### config.mk
export PLATFORM = sky130hd
export DESIGN_NAME = hero_run_sprite_fetch
export DESIGN_NICKNAME = d
export VERILOG_FILES = /design/src/rtl/hero_sprite_pkg.sv /design/src/rtl/hero_anim_ctrl.sv /design/src/rtl/hero_run_sprite_fetch.sv
export SDC_FILE = /design/constraint.sdc
export NUM_CORES = 1
export LEC_CHECK = 0
export ABC_AREA = 1
export CAP_MARGIN = 10
export CORE_MARGIN = 2
export CORE_UTILIZATION = 31
export CTS_CLUSTER_DIAMETER = 50
export DETAILED_ROUTE_END_ITERATION = 16
export PLACE_DENSITY = 0.57
export SYNTH_ARGS = -nofsm -noshare
export SYNTH_HDL_FRONTEND = slang
export SYNTH_SLANG_ARGS = --single-unit
### constraint.sdc
create_clock -name Clk -period 5.4 [get_ports Clk]
set_input_delay 0.54 -clock Clk [delete_from_list [all_inputs] [get_ports Clk]]
set_output_delay 0.54 -clock Clk [all_outputs]
set_load 0.005 [all_outputs]
### src/rtl/hero_sprite_pkg.sv
// Shared constants and types for the hero running-sprite fetch path.
// Latency: n/a (declarations only). Backpressure: n/a.
package hero_sprite_pkg;

  localparam int SPR_W           = 32;
  localparam int SPR_H           = 48;
  localparam int NUM_FRAMES      = 4;
  localparam int TICKS_PER_FRAME = 6;
  localparam int ADDR_W          = 13;
  localparam int FRAME_W         = 2;
  localparam int FRAME_WORDS     = SPR_W * SPR_H;

  typedef logic [2:0] pal_idx_t;

  localparam pal_idx_t TRANSPARENT_IDX = 3'd0;

  typedef enum logic {
    STAND = 1'b0,
    RUN   = 1'b1
  } anim_state_e;

endpackage

### src/rtl/hero_anim_ctrl.sv
// Run-cycle animation state: frame counter and facing latch, stepped by vsync strobes.
// Latency: updates visible the cycle after vsync_pulse. Backpressure: none, strobe-driven.
module hero_anim_ctrl
  import hero_sprite_pkg::*;
(
  input  logic               Clk,
  input  logic               Reset,
  input  logic               vsync_pulse,
  input  logic               running,
  input  logic               facing_left,
  output logic [FRAME_W-1:0] frame_num,
  output logic               facing
);

  localparam int TICK_W = (TICKS_PER_FRAME > 1) ? $clog2(TICKS_PER_FRAME) : 1;
  localparam logic [TICK_W-1:0]  TICK_LAST  = TICK_W'(TICKS_PER_FRAME - 1);
  localparam logic [FRAME_W-1:0] FRAME_LAST = FRAME_W'(NUM_FRAMES - 1);

  anim_state_e        state, state_nxt;
  logic [TICK_W-1:0]  tick_cnt, tick_nxt;
  logic [FRAME_W-1:0] frame_nxt;

  always_ff @(posedge Clk) begin
    if (Reset) begin
      state     <= STAND;
      tick_cnt  <= '0;
      frame_num <= '0;
      facing    <= 1'b0;
    end else begin
      state     <= state_nxt;
      tick_cnt  <= tick_nxt;
      frame_num <= frame_nxt;
      if (vsync_pulse)
        facing <= facing_left;
    end
  end

  // Everything holds between strobes; only vsync_pulse cycles move the animation.
  always_comb begin
    state_nxt = state;
    tick_nxt  = tick_cnt;
    frame_nxt = frame_num;
    if (vsync_pulse) begin
      case (state)
        STAND: begin
          tick_nxt  = '0;
          frame_nxt = '0;
          if (running)
            state_nxt = RUN;
        end
        RUN: begin
          if (!running) begin
            state_nxt = STAND;
            tick_nxt  = '0;
            frame_nxt = '0;
          end else if (tick_cnt == TICK_LAST) begin
            tick_nxt  = '0;
            frame_nxt = (frame_num == FRAME_LAST) ? '0 : frame_num + 1'b1;
          end else begin
            tick_nxt = tick_cnt + 1'b1;
          end
        end
        default: state_nxt = STAND;
      endcase
    end
  end

endmodule

### src/rtl/hero_run_sprite_fetch.sv
// Hero sprite bounding-box test, ROM address generation and colour-index alignment.
// Latency: DrawX/DrawY to index/opaque is 2 cycles. Backpressure: none, pixel-rate stream.
module hero_run_sprite_fetch
  import hero_sprite_pkg::*;
(
  input  logic               Clk,
  input  logic               Reset,
  input  logic               vsync_pulse,
  input  logic               running,
  input  logic               facing_left,
  input  logic [9:0]         hero_x,
  input  logic [9:0]         hero_y,
  input  logic [9:0]         DrawX,
  input  logic [9:0]         DrawY,
  output logic [ADDR_W-1:0]  rom_addr,
  input  pal_idx_t           rom_data,
  output pal_idx_t           index,
  output logic               opaque,
  output logic [FRAME_W-1:0] frame_num
);

  if (NUM_FRAMES * FRAME_WORDS > (1 << ADDR_W)) begin : g_addr_overflow
    $error("hero_run_sprite_fetch: ADDR_W too small for sprite ROM");
  end
  if (NUM_FRAMES > (1 << FRAME_W) || TICKS_PER_FRAME < 1) begin : g_anim_range
    $error("hero_run_sprite_fetch: animation parameters out of range");
  end

  logic              facing;
  logic [10:0]       dx, dy, col;
  logic              hit_x, hit_y, hit;
  logic [ADDR_W-1:0] addr_calc;
  logic              hit_d1;

  hero_anim_ctrl u_anim (
    .Clk         (Clk),
    .Reset       (Reset),
    .vsync_pulse (vsync_pulse),
    .running     (running),
    .facing_left (facing_left),
    .frame_num   (frame_num),
    .facing      (facing)
  );

  // 11-bit upper bound so a sprite near the right/bottom edge never wraps back to 0.
  always_comb begin
    dx        = {1'b0, DrawX} - {1'b0, hero_x};
    dy        = {1'b0, DrawY} - {1'b0, hero_y};
    hit_x     = (DrawX >= hero_x) && ({1'b0, DrawX} < ({1'b0, hero_x} + 11'(SPR_W)));
    hit_y     = (DrawY >= hero_y) && ({1'b0, DrawY} < ({1'b0, hero_y} + 11'(SPR_H)));
    hit       = hit_x && hit_y;
    col       = facing ? (11'(SPR_W - 1) - dx) : dx;
    addr_calc = ADDR_W'(frame_num) * ADDR_W'(FRAME_WORDS)
              + ADDR_W'(dy) * ADDR_W'(SPR_W)
              + ADDR_W'(col);
  end

  always_ff @(posedge Clk) begin
    if (Reset) begin
      rom_addr <= '0;
      hit_d1   <= 1'b0;
      index    <= TRANSPARENT_IDX;
      opaque   <= 1'b0;
    end else begin
      if (hit)
        rom_addr <= addr_calc;
      hit_d1 <= hit;
      index  <= hit_d1 ? rom_data : TRANSPARENT_IDX;
      opaque <= hit_d1 && (rom_data != TRANSPARENT_IDX);
    end
  end

endmodule
==> results.yml <==
routing:
  routed_via_density: 4.34
  wl_per_cell_um: 9.93
  via_count: 2911
  first_pass_iters: 4
  antenna_violating_nets_post_route: 0
  drcViolationCount: 0
  starting_drt_drc_count: 71
  finalWirelength_mm: 6.65
floorplanning:
  std_cell_rows: 35
  die_width_um: 102
  fp.coreArea_um2: 9330
  die_area_um2: 10500
  floorplan.io_pins: 67
  chipHeight_um: 102
  initial_core_util_pct: 32.1
place:
  dpl_cell_area_um2: 3790
  post-place-cells: 666
  gp_routability_congestion: 0.876
  portBuffers: 66
  hpwl_dp_mm: 5.74
worst_setup_path:
  worst_setup_path_start_kind: "primary input"
  worst-endpoint-arrival_ns: 4.27
  number_of_cell_instances_on_the_worst_register_to_register_path: 15
  crit_path_end_kind: "register"
  path_common_cell: "nand2_1"
  critical_path_fanout_max: 5
  r2r_slack_ns: 2.72
  timing.critical_path.slowest_cell_delay_ns: 0.47
  required_ns: 5.58
  worst_r2r_endpoint: "rom_addr[12]"
  critical_path.slowest_cell: "fa_1"
  worst-setup-path-type: "in2reg"
  reg2reg_from: "u_anim.facing"
power_and_ir_drop:
  static-leakage-power_uw: 0.00211
  power_per_cell_area_nw_per_um2: 194
  irDropWorstVdd_uv: 110
clocking:
  worst_setup_hold_path_clk_slew_ns: 0.10
  cts-buffers-inserted: 3
  tritoncts_num_sinks: 25
  cts_buffer_depth: 2
  postCtsResizedCells: 0
  ctsRootBufferMaster: "clkbuf_8"
  tritoncts: "yes"
  cts.hold.buffers_added: 0
  worstSkewPairLatency_ns: 0.27
  clock_tree.htree_level_count: 1
  postCtsSetupRepairBufs: 0
grt:
  wire_length_of_the_first_global_routing_pass_mm: 11.5
  grt_pass1_vias: 2797
  globalRoute.totalOverflow: 0
  antenna_found_initial: 0
  maximum_number_of_pins_on_one_net_before_global_route_repair: 24
  globalRouteTotalUtil_pct: 13.3
synth:
  most_frequently_used_flop_master_after_synthesis: "dfxtp_1"
  synth_area_leaders: "ha_1 20%, dfxtp_1 17%, nand2_1 17%, inv_1 11%, nor2_1 6.4%"
  post_synthesis_sequential_element_count: 25
  synth_area_per_cell_um2: 6.30
  count_of_flip_flops_with_a_built_in_enable_after_synthesis: 0
  synth_fp_nets: 576
  synth.yosys.seq_area_share_pct: 16.7
  synth_most_common_cell: "nand2_1"
  postSynth.asyncResetShare_pct: 0
  synth_common_cells: "132 x nand2_1, 91 x inv_1, 51 x nor2_1"
  synth_largest_area_cell: "ha_1"
  synthCells: 476
  syn-cell-area_um2: 3000
  number_of_warnings_issued_by_yosys: 0
  share_of_the_synthesized_area_in_the_top_cell_type_pct: 19.6
  post_synth_num_cell_types: 27
timing:
  fin_max_slew_vios: 0
  finalHoldViolCount: 0
  layout_min_cycle_time_ns: 4.09
  fin_skew_ns: 0.00921
  setup-violations-final: 0
  clock.fmax_mhz: 244
  grt_setup_unrepaired: "false"
  worst_slew_margin_rel_pct: 63.3
  final.setup.tns_ns: 0
  period_share_pct: 75.8
  max_slew.worst_pin.slew_ns: 0.547
final_layout:
  finish.instance_area_um2: 3840
  final_cell_count_no_fill: 670
  areaGrowthSynthToFinish_pct: 28.0
  drive_above_1_share_pct: 2.22
  insertedDiodeCount: 0
  final_nets: 642
outcome:
  outcome: "finished, final reports clean"
hold_path:
  worstHoldPathType: "reg2reg"
  hold_path_end: "u_anim.state"
  worst_hold_start: "u_anim.state"
  hold_depth: 2
job:
  maxCapViolCount: 0
[state kept, by name (all words and copies together) (netlist names)]
register          flops
u_anim.tick_cnt       3
opaque                1
rom_addr             13
index                 3
hit_d1                1
u_anim.frame_num      2
u_anim.state          1
u_anim.facing         1
[cell type report]
class / count / area (um^2)
clock buffer: 3 / 41.3
timing repair buffer: 66 / 661
fill: 1011 / 5490
inverter: 94 / 353
clock inverter: 1 / 5.00
multi-input combinational: 352 / 2110
tap: 129 / 161
sequential: 25 / 500
[how the worst max path moves through the flow]
stage / from / end / slack [ns] / cells after the start
2_1_floorplan: DrawX[0] / rom_addr[12] / 1.77 / 28
3_3_place_gp: hero_x[0] / rom_addr[12] / 1.05 / 28
3_5_place_dp: hero_x[0] / rom_addr[12] / 0.98 / 28
4_1_cts: hero_x[0] / rom_addr[12] / 1.30 / 28
5_1_grt: hero_x[5] / rom_addr[12] / 0.95 / 26
6_report: hero_x[0] / rom_addr[12] / 1.31 / 28
[report_power, final]
part           switching (uW)  internal (uW)
sequential               6.61            195
combinational             235            194
clock                    62.1           51.7
total                     304            440
[cell usage in the layout (no fill, tap or decap), drive strengths merged]
cell type and count:
nand4 7, a22oi 1, nand2b 1, nand3 32
ha 47, xnor2 10, clkinv 2, clkdlybuf4s50 66
inv 93, clkbuf 3, dfxtp 25, a21oi 19
o21ai 5, nor2 55, nor3 5, a31oi 5
o211a 1, nand2 133, a21o 5, nand3b 2
xor2 18, fa 5, or2 1
[per-stage QoR]
stage	power (uW)	util (%)	setup WS [ns]	hold WS [ns]
global route	825	41.1	0.949	0.512
global placement	631	40.6	1.05	0.449
floorplan	511	-	1.77	0.433
detailed placement	636	40.6	0.984	0.460
CTS	755	41.1	1.30	0.473
finish	744	41.1	1.31	0.472
[logic make-up (layout without fill, tap and decap cells)]
logic type                 count (synthesis)  count (layout)  synth area share (%)
xor gates and xnor gates                  28              28                  8.18
buffers and inverters                     99             164                  12.8
DFF                                       25              25                  16.7
and+or+nand+nor                          236             236                  32.5
AOI/OAI and AO/OA                         36              36                  6.89
adders and majority gates                 52              52                  23.0
[critical path: cells and delay by family]
family,cells,cell delay (ns)
AND/OR/NAND/NOR,18,1.39
adder cells (fa/ha/maj),5,1.55
AO/OA/AOI/OAI,1,0.17
buffers and inverters,4,0.61
[per-layer routing]
metal  up-vias  global-route usage, %  share of wire, %  wire, um
met5         -                      0                 0         0
met4         0                   2.15              0.62        41
met3         4                   1.85               3.2       214
met2        44                   25.6                50      3330
met1      1260                   15.8                46      3060
li1       1603                      -                 -         -
(Power assumes the default switching activity.)
